File: src/rtl/fpalu_issue_sched.sv
// fpalu_issue_sched
//   Round-robin issue scheduler in front of the shared FP ALU pipeline.
//   Two requesters compete for one issue slot per cycle. The granted
//   operation is registered onto the alu_* bus, and its owner is carried
//   down a valid/ID chain that lines up with the ALU result. Per-requester
//   credit counters cap how many operations each side can have in flight.
//
// Ports
//   clk, rst                     clock, synchronous active-high reset
//   reqK_valid/ready             requester K handshake (ready == grant)
//   reqK_opcode[1:0]             requester K operation code
//   reqK_opnd[57:0]              {a_sgn, a_exp[5:0], a_man_dn[21:0],
//                                 b_sgn, b_exp[5:0], b_man_dn[21:0]}
//   alu_opcode, alu_a_*, alu_b_* registered operation to the ALU
//   alu_y_sgn/exp/man_dn         ALU result
//   rsp0_valid, rsp1_valid       result owner flags
//   rsp_y[28:0]                  {alu_y_sgn, alu_y_exp, alu_y_man_dn}
module fpalu_issue_sched #(
  parameter int ALU_LAT = 4,
  parameter int MAX_OUT = 5
) (
  input  logic        clk,
  input  logic        rst,
  input  logic        req0_valid,
  output logic        req0_ready,
  input  logic [1:0]  req0_opcode,
  input  logic [57:0] req0_opnd,
  input  logic        req1_valid,
  output logic        req1_ready,
  input  logic [1:0]  req1_opcode,
  input  logic [57:0] req1_opnd,
  output logic [1:0]  alu_opcode,
  output logic        alu_a_sgn,
  output logic [5:0]  alu_a_exp,
  output logic [21:0] alu_a_man_dn,
  output logic        alu_b_sgn,
  output logic [5:0]  alu_b_exp,
  output logic [21:0] alu_b_man_dn,
  input  logic        alu_y_sgn,
  input  logic [5:0]  alu_y_exp,
  input  logic [21:0] alu_y_man_dn,
  output logic        rsp0_valid,
  output logic        rsp1_valid,
  output logic [28:0] rsp_y
);

  localparam int CW = $clog2(MAX_OUT + 1);
  // Chain stage 1 is the issue register; stage ALU_LAT+1 meets the result.
  localparam int NS = ALU_LAT + 1;

  logic          ptr_q, ptr_d;
  logic [NS-1:0] v_q, v_d;
  logic [NS-1:0] id_q, id_d;
  logic [CW-1:0] cnt0_q, cnt0_d;
  logic [CW-1:0] cnt1_q, cnt1_d;
  logic [1:0]    opc_q, opc_d;
  logic [57:0]   opnd_q, opnd_d;

  logic elig0, elig1;
  logic grant0, grant1;

  always_comb begin
    elig0 = req0_valid && (cnt0_q < CW'(MAX_OUT));
    elig1 = req1_valid && (cnt1_q < CW'(MAX_OUT));
    // ptr_q == 0 favours requester 0 on a tie. Reset forces ready low.
    grant0 = !rst && elig0 && (!elig1 || !ptr_q);
    grant1 = !rst && elig1 && (!elig0 || ptr_q);
  end

  assign req0_ready = grant0;
  assign req1_ready = grant1;

  assign rsp0_valid = v_q[NS-1] & ~id_q[NS-1];
  assign rsp1_valid = v_q[NS-1] &  id_q[NS-1];
  assign rsp_y      = {alu_y_sgn, alu_y_exp, alu_y_man_dn};

  always_comb begin
    ptr_d  = ptr_q;
    opc_d  = opc_q;
    opnd_d = opnd_q;
    if (grant0) begin
      ptr_d  = 1'b1;
      opc_d  = req0_opcode;
      opnd_d = req0_opnd;
    end else if (grant1) begin
      ptr_d  = 1'b0;
      opc_d  = req1_opcode;
      opnd_d = req1_opnd;
    end

    // No stall anywhere in the ALU, so the chain shifts unconditionally.
    v_d  = {v_q[NS-2:0],  grant0 | grant1};
    id_d = {id_q[NS-2:0], grant1};

    case ({grant0, rsp0_valid})
      2'b10:   cnt0_d = cnt0_q + CW'(1);
      2'b01:   cnt0_d = cnt0_q - CW'(1);
      default: cnt0_d = cnt0_q;
    endcase
    case ({grant1, rsp1_valid})
      2'b10:   cnt1_d = cnt1_q + CW'(1);
      2'b01:   cnt1_d = cnt1_q - CW'(1);
      default: cnt1_d = cnt1_q;
    endcase
  end

  always_ff @(posedge clk) begin
    if (rst) begin
      ptr_q  <= 1'b0;
      v_q    <= '0;
      id_q   <= '0;
      cnt0_q <= '0;
      cnt1_q <= '0;
      opc_q  <= '0;
      opnd_q <= '0;
    end else begin
      ptr_q  <= ptr_d;
      v_q    <= v_d;
      id_q   <= id_d;
      cnt0_q <= cnt0_d;
      cnt1_q <= cnt1_d;
      opc_q  <= opc_d;
      opnd_q <= opnd_d;
    end
  end

  assign alu_opcode   = opc_q;
  assign alu_a_sgn    = opnd_q[57];
  assign alu_a_exp    = opnd_q[56:51];
  assign alu_a_man_dn = opnd_q[50:29];
  assign alu_b_sgn    = opnd_q[28];
  assign alu_b_exp    = opnd_q[27:22];
  assign alu_b_man_dn = opnd_q[21:0];

  // Credit counters must never wrap.
  a_cnt0_ovf: assert property (@(posedge clk) disable iff (rst)
    !(grant0 && !rsp0_valid && cnt0_q == CW'(MAX_OUT)));
  a_cnt1_ovf: assert property (@(posedge clk) disable iff (rst)
    !(grant1 && !rsp1_valid && cnt1_q == CW'(MAX_OUT)));
  a_cnt0_unf: assert property (@(posedge clk) disable iff (rst)
    !(rsp0_valid && !grant0 && cnt0_q == '0));
  a_cnt1_unf: assert property (@(posedge clk) disable iff (rst)
    !(rsp1_valid && !grant1 && cnt1_q == '0));

endmodule

File: config.mk
export PLATFORM = sky130hd
export DESIGN_NAME = fpalu_issue_sched
export DESIGN_NICKNAME = d
export VERILOG_FILES = /design/src/rtl/fpalu_issue_sched.sv
export SDC_FILE = /design/constraint.sdc
export NUM_CORES = 1
export LEC_CHECK = 0
export ABC_AREA = 1
export BUFFER_PORTS_ARGS = -buffer_cell sky130_fd_sc_hd__buf_2
export CORE_MARGIN = 1.5
export CORE_UTILIZATION = 45
export CTS_BUF_LIST = sky130_fd_sc_hd__clkbuf_8
export DETAILED_ROUTE_END_ITERATION = 8
export GPL_ROUTABILITY_DRIVEN = 0
export GPL_TIMING_DRIVEN = 0
export PLACE_DENSITY_LB_ADDON = 0.08
export SYNTH_ARGS = -nofsm -noshare
export SYNTH_HDL_FRONTEND = slang
export SYNTH_SLANG_ARGS = --single-unit
File: constraint.sdc
create_clock -name clk -period 4.6 [get_ports clk]
set_clock_uncertainty 0.1 [all_clocks]
set_input_delay 0 -clock clk [delete_from_list [all_inputs] [get_ports clk]]
set_output_delay 0 -clock clk [all_outputs]
set_load 0.005 [all_outputs]
; ---- After elaboration in Yosys (flattened, before gate mapping)
; Cells that the tools add are included.
[op_classes]
add_sub_neg = 4
magnitude_cmp = 2
eq_ne = 4
muxes = 8
bitwise = 4
reduce_logical = 15
[op_table]
columns = cell, count
row1 = $mux W58, 2
row2 = $pmux W3 S2, 2
row3 = $add A3 B1 Y3 const B, 2
row4 = $logic_and A1 B1 Y1, 6
row5 = $lt A3 B3 Y1 const B, 2
row6 = $reduce_bool A2 Y1, 3
row7 = $sub A3 B1 Y3 const B, 2
row8 = $eq A2 B1 Y1 const B, 2
row9 = $eq A2 B2 Y1 const B, 2
row10 = $logic_not A1 Y1, 4
row11 = $mux W2, 2
row12 = $and A1 B1 Y1, 2
row13 = $logic_or A1 B1 Y1, 2
row14 = $mux W1, 2
row15 = $not A1 Y1, 1
row16 = $or A1 B1 Y1, 1
[word_totals]
reg_bits = 77
input_bits = 153
output_inout_bits = 93
elab_cells = 44

; ---- Depth between registers and ports, before layout
; Gate-level depths: netlist of run 1.
[logic_depth]
word_depth = 7
depth_mapped = 12
mapped_depth_nobuf = 12

; ---- Worst setup path before layout of run 1
; OpenSTA, ideal clock, no wires.
[synth_timing]
kind = reg-to-reg
startpoint = register cnt0_q[0]
endpoint = register cnt0_q[2]
setup_time_ps = 70
t_arrival_ps = 2071
required_time_ps = 4430
path_slack_ps = 2359
stages_incl_launch_ff = 13
path_buffers = 2
synth_period_minus_slack_ps = 2241
cell_sequence = dfxtp_1 o21ai_2 nand2_1 nor2_4 buf_6 buf_6 nand2_2 ha_1 fa_1 a21oi_1 o21a_1 o21ai_0 a21oi_1
[synth_via]
elab_chain_len = 6
elab_cells_between_ends = 10
cone_classes = add/sub: 2 / order compare: 1 / eq/ne: 2 / mux: 1 / reduce/logical: 4
[synth_rtl]
columns = item, line_no
row1 = "start, declared", 54  ; logic [CW-1:0] cnt0_q, cnt0_d;
row2 = "start signal, assigned", 120  ; cnt0_q <= cnt0_d;
row3 = $lt A3 B3 Y1, 63  ; elig0 = req0_valid && (cnt0_q < CW'(MAX_OUT));
row4 = $logic_and A1 B1 Y1, 63
row5 = $logic_and A1 B1 Y1 (2 in series), 66  ; grant0 = !rst && elig0 && (!elig1 || !ptr_q);
row6 = $eq A2 B1 Y1 or $eq A2 B2 Y1 (tied branches), 95  ; case ({grant0, rsp0_valid})
row7 = $pmux W3 S2 or $reduce_bool A2 Y1 (tied branches), -
; Several ways; a longest one is shown, not always the timed one.
; A chain may end at the register's enable or synchronous reset.

; ---- Worst setup path after layout of run 1
; Same ends and word-level chain as after synthesis.

==> results.json, run 1 <==
{
  "outcome": "complete, no violations",
  "met2_length_um": 7750,
  "detailed_place.area_sq_um": 5440,
  "synth-seq-cells": 77,
  "worstPathMaxFanout": 10,
  "syn-cell-area_sq_um": 4220,
  "syn_to_final_growth_pct": 62.9,
  "hold_viol": 0,
  "antenna_left": 0,
  "critPathRequiredTime_ps": 4800,
  "pwr-share-seq_pct": 43.0,
  "wirelength_um": 14900,
  "portBuffers": 216,
  "die_area_sq_um": 9980,
  "leakage_nw": 3.69,
  "grt_max_degree": 17,
  "slew_viol_final": 0,
  "grt_use_total_pct": 29.5,
  "cpPeakStageDelay_ps": 390,
  "period_needed_ps": 2570,
  "final_core_util_pct": 75.2,
  "p_sw_share_pct": 31.5,
  "row_count": 35,
  "maxCapViolCount": 0,
  "synth_cells": 637,
  "dr_wl_met3_um": 902,
  "relSlewSlack_pct": 69.3,
  "grt_pass1_wl_um": 23600,
  "hp-class": "in -> out",
  "crit_family": "compound AO/OA/AOI/OAI gates",
  "critPathKind": "reg -> reg",
  "core_area_sq_um": 9150,
  "synth.top_cells.by_area": "dfxtp_1 (36%), nor2_1 (12%), a21oi_1 (7.9%)",
  "clk_latency_ps": 360,
  "htree_levels": 3,
  "antenna_cells": 0,
  "timing.fmax_mhz": 389,
  "finalSetupTns_ps": 0,
  "power_density_nw_per_um2": 254,
  "grt_pass1_vias": 5265,
  "p_int_mw": 1.20,
  "cts_setup_buffers": 0,
  "drt_iter0_drc": 203,
  "first_pass_iters": 5,
  "grt_setup_unrepaired": "no",
  "synth_top_area_share_pct": 36.5,
  "routed.top_layer": "met4",
  "worst-path-buf-inv": 2,
  "final_layout_size_suffix_gt1_share_pct": 31.5,
  "cts_made_buffers": 9,
  "vias": 5421,
  "combPwrFrac_pct": 28.2,
  "worstSetupStartpointType": "register",
  "arrival_ps": 2770,
  "avgSynthCellArea_sq_um": 6.63,
  "clock-sinks": 77,
  "peakVddDrop_mv": 0.161,
  "fp.dieW_um": 99.9,
  "finish.instance_area_sq_um": 6880,
  "crit_path_cell_trace": "o21ai_2 -> nand2_1 -> nor2_4 -> buf_6 -> buf_6 -> nand2_2 -> ha_1 -> fa_1 -> a21oi_1 -> o21a_1 -> o21ai_0 -> a21oi_1",
  "setup_viol": 0,
  "antenna_found_initial": 0,
  "ys_types": 21,
  "drcViolationCount": 0,
  "ys_seq_area_share_pct": 36.5,
  "yosysWarnings": 0,
  "period_share_pct": 55.9,
  "clk_path_buf_depth": 2,
  "crit_slowest_cell": "fa_1",
  "switchingPower_mw": 0.551,
  "start_util_pct": 46.2,
  "cp-end-kind": "register",
  "viasPerCell": 4.91,
  "cts_root_buffer": "clkbuf_8",
  "hpwlAfterDp_um": 9140,
  "fp.dieH_um": 99.9,
  "synth_fp_nets": 794,
  "layout.nets": 1145,
  "synth_largest_area_cell": "dfxtp_1",
  "routedWlPerCell_um": 13.5,
  "overflow": 0,
  "cts_tree": "built",
  "drt-met1-wl_um": 5830,
  "clk_pin_slew_ps": 90,
  "pin_count": 246,
  "tightest_slew_ps": 461,
  "power_frac_clock_pct": 28.8
}
path summary, 6_finish.rpt:
path | to | depth (start not counted) | startpoint | slack (ps)
min reg2reg | id_q[1]$_SDFF_PP0_ | 2 | id_q[0]$_SDFF_PP0_ | 310
min | rsp_y[26] | 2 | alu_y_exp[4] | 70
max reg2reg | cnt0_q[2]$_SDFFE_PP0P_ | 12 | cnt0_q[0]$_SDFFE_PP0P_ | 2030
max | cnt0_q[2]$_SDFFE_PP0P_ | 12 | cnt0_q[0]$_SDFFE_PP0P_ | 2030
cells in the mapped netlist, drive strengths merged:
master and n:
nor2 138, inv 78, dfxtp 77, a21oi 67, o21ai 67, nand2 64
nand3 64, buf 62, clkbuf 14, fa 2, ha 2, o21a 1
xor2 1
state kept, by name, indices dropped and copies added, names as in the netlist:
signal      cells
ptr_q           1
id_q            5
opnd_q         58
alu_opcode      2
cnt1_q          3
cnt0_q          3
v_q             5
power groups by stage:
stage	combinational, mW	clock, mW	sequential [mW]
after floorplan	0.208	0	0.767
after global placement	0.367	0	0.763
after detailed placement	0.373	0	0.764
after CTS	0.476	0.508	0.750
after global routing	0.545	0.538	0.757
final	0.493	0.503	0.751
cells in the final DEF (no fill, tap or decap), types with 3 or more instances in the layout:
| master | count |
|---|---|
| nor2_1 | 137 |
| buf_4 | 34 |
| dfxtp_1 | 77 |
| nand2_1 | 62 |
| buf_6 | 5 |
| o21ai_1 | 31 |
| nand3_2 | 12 |
| clkbuf_1 | 14 |
| buf_2 | 239 |
| o21ai_0 | 34 |
| clkbuf_8 | 9 |
| nand3_1 | 52 |
| a21oi_1 | 67 |
| inv_1 | 76 |
| clkinv_4 | 3 |
| dlygate4sd3_1 | 124 |
layer usage:
layer,vias to the layer above,GRT usage (%)
met5,-,0
met1,2447,33.1
met2,255,54.1
li1,2675,-
met3,44,5.36
met4,0,13.3
final cells by class:
cell class / instances / area, sq um
inverters: 78 / 293
repair buffers: 340 / 2320
plain buffers: 76 / 479
clock inverters: 7 / 70.1
fillers: 707 / 2270
clock buffers: 9 / 124
flip-flops and latches: 77 / 1540
well taps: 111 / 139
multi-input cells: 406 / 1910
kinds of logic after synthesis:
kind of cell | after synthesis | synth area share (%)
compound gates | 135 | 16.2
flops | 77 | 36.5
fa+ha+maj | 4 | 1.54
xor+xnor | 1 | 0.207
buf+inv | 154 | 18.3
simple gates | 266 | 27.3
per-stage QoR:
step	total power, mW	instances	hold WS (ps)	worst slack (ps)
2_1_floorplan	0.975	637	-30.9	2360
3_3_place_gp	1.13	964	67.0	2130
3_5_place_dp	1.14	964	66.0	2050
4_1_cts	1.73	1104	66.0	2020
5_1_grt	1.84	1104	68.0	1850
6_report	1.75	1104	65.1	2030
worst reg2reg max path: stages (launching register included):
cell	delay, ps
dfxtp_1	360
o21ai_2	170
nand2_1	130
nor2_4	160
buf_6	190
buf_6	160
nand2_2	80
ha_1	250
fa_1	390
a21oi_1	150
o21a_1	140
o21ai_0	80
a21oi_1	130
timing repair:
action                    CTS  global route
hold buffers              124             0
hold endpoints to repair   62             0
resized for setup           0             0
Note: power is estimated with default switching activity, not from simulation.
==> run 2, diff against run 1 <==
Clock period 4.6 ns to 2.6 ns, I/O delays scaled along.
==> results.json, run 2 (synthesis gave the netlist of run 1 again) <==
{
  "largest_register": "opnd_q",
  "cts_root_buffer": "clkbuf_8",
  "drcViolationCount": 0,
  "finish.instance_area_sq_um": 6900,
  "cts_tree": "built",
  "antenna_found_initial": 0,
  "p_sw_share_pct": 31.5,
  "hold_slack_ps": 65.1,
  "antenna_left": 0,
  "startpoint": "cnt0_q[1]$_SDFFE_PP0P_",
  "vias": 5400,
  "critPathKind": "reg -> reg",
  "finalSetupTns_ps": 0,
  "first_pass_iters": 5,
  "start_util_pct": 46.2,
  "power_frac_clock_pct": 28.7,
  "clk_pin_slew_ps": 90,
  "grt_setup_unrepaired": "no",
  "worstPathMaxFanout": 10,
  "critPathRequiredTime_ps": 2800,
  "n_fill_cell": 707,
  "critPathCapture": "cnt0_q[2]$_SDFFE_PP0P_",
  "antenna_cells": 0,
  "hp-class": "in -> out",
  "p_int_mw": 2.12,
  "reg_top3": "opnd_q (58), id_q (5), v_q (5)",
  "power_density_nw_per_um2": 448,
  "viasPerCell": 4.89,
  "outcome": "complete, no violations",
  "syn_to_final_growth_pct": 63.4,
  "layout.nets": 1146,
  "period_needed_ps": 2430,
  "maxCapViolCount": 0,
  "cts_made_buffers": 9,
  "die_area_sq_um": 9980,
  "relSlewSlack_pct": 69.6,
  "layout_common_cells": "buf_2 (237), nor2_1 (137), dlygate4sd3_1 (124), dfxtp_1 (77), inv_1 (76)",
  "clock-sinks": 77,
  "core_area_sq_um": 9150,
  "final_common_cell": "buf_2",
  "clk_path_buf_depth": 2,
  "period_share_pct": 93.4,
  "fp.dieH_um": 99.9,
  "grt_use_total_pct": 29.5,
  "combPwrFrac_pct": 28.3,
  "setup_viol": 0,
  "timing.rr.end": "cnt0_q[2]$_SDFFE_PP0P_",
  "hold_viol": 0,
  "overflow": 0,
  "cp-end-kind": "register",
  "hpwlAfterDp_um": 9140,
  "grt_pass1_wl_um": 23600,
  "crit_slowest_cell": "fa_1",
  "drt_iter0_drc": 232,
  "grt_pass1_vias": 5265,
  "crit_path_cell_trace": "o21ai_2 -> nand2_2 -> nor2_4 -> buf_8 -> buf_6 -> nand2_2 -> ha_2 -> fa_1 -> a21oi_1 -> o21a_1 -> o21ai_0 -> a21oi_1",
  "portBuffers": 216,
  "pwr-share-seq_pct": 43.0,
  "pin_count": 246,
  "grt_max_degree": 17,
  "ff2ff_setup_slack_ps": 170,
  "final_layout_size_suffix_gt1_share_pct": 31.8,
  "timing.fmax_mhz": 412,
  "clk_latency_ps": 360,
  "leakage_nw": 3.70,
  "row_count": 35,
  "routedWlPerCell_um": 13.5,
  "arrival_ps": 2630,
  "peakVddDrop_mv": 0.283,
  "tightest_slew_ps": 455,
  "worstSetupStartpointType": "register",
  "cpPeakStageDelay_ps": 380,
  "htree_levels": 3,
  "fp.dieW_um": 99.9,
  "regToRegStartpoint": "cnt0_q[1]$_SDFFE_PP0P_",
  "power_mw": 3.09,
  "wirelength_um": 14900,
  "slew_viol_final": 0,
  "switchingPower_mw": 0.975,
  "rr_worst_depth": 12,
  "largest_reg_flops": 58,
  "detailed_place.area_sq_um": 5440
}
-- run 2: cell count changes in the layout (fill, tap and decap cells not counted) --
cell      previous run  this run
buf_2              239       237
nand2_1             62        61
buf_8                0         1
nand2_2              2         3
ha_2                 0         1
buf_6                5         4
buf_4               34        36
ha_1                 2         1
clkbuf_4             0         1
-- run 2: worst min path at each step --
stage | from | to | slack (ps) | depth (start not counted)
detailed placement | alu_y_exp[2] | rsp_y[24] | 70 | 2
CTS | alu_y_exp[2] | rsp_y[24] | 70 | 2
finish | alu_y_exp[4] | rsp_y[26] | 70 | 2
global placement | alu_y_sgn | rsp_y[28] | 70 | 2
floorplan | rst | ptr_q$_SDFFE_PP0P_ | -30 | 1
global route | alu_y_man_dn[1] | rsp_y[1] | 70 | 2
-- run 2: cell type report --
class	instances	area, sq um	share of cell area, %
clock inverter	7	70.1	1.02
clock buffer	9	124	1.80
timing repair buffer	342	2340	33.9
inverter	78	293	4.24
sequential	77	1540	22.3
buffer	75	480	6.96
tap	111	139	2.01
multi-input combinational	406	1920	27.8
-- run 2: per-layer routing --
metal | vias up | track usage (%) | part of all wire (%)
met1 | 2444 | 33.1 | 39
met4 | 0 | 13.3 | 2.8
met5 | - | 0 | 0
met2 | 235 | 54.1 | 52
met3 | 43 | 5.36 | 6.1
li1 | 2678 | - | -
-- run 2: metrics by stage --
step	setup WS, ps	instances	utilization, %
2_1_floorplan	359	637	-
3_3_place_gp	134	964	59.5
3_5_place_dp	49.0	964	59.5
4_1_cts	24.1	1104	75.2
5_1_grt	15.3	1105	75.4
6_report	172	1105	75.4
-- run 2: what timing repair did --
item	CTS	global route
endpoints found under the hold margin	62	0
setup buffers	0	2
hold buffers	124	0
endpoints found under the setup margin	0	1
gates resized for setup	0	4
-- run 2: power by group through the flow --
stage	sequential (mW)	clock [mW]	combinational (mW)
after global placement	1.35	0	0.648
after CTS	1.33	0.899	0.841
after global routing	1.34	0.951	0.968
after floorplan	1.36	0	0.367
final	1.33	0.889	0.875
after detailed placement	1.35	0	0.659
-- run 2: worst max-delay path, delay by kind of cell, from the launching register on --
kind	cells	cell delay, ps
AOI/OAI and AO/OA	5	680
adders and majority gates	2	590
buffers and inverters	2	260
and+or+nand+nor	3	370
DFF	1	360
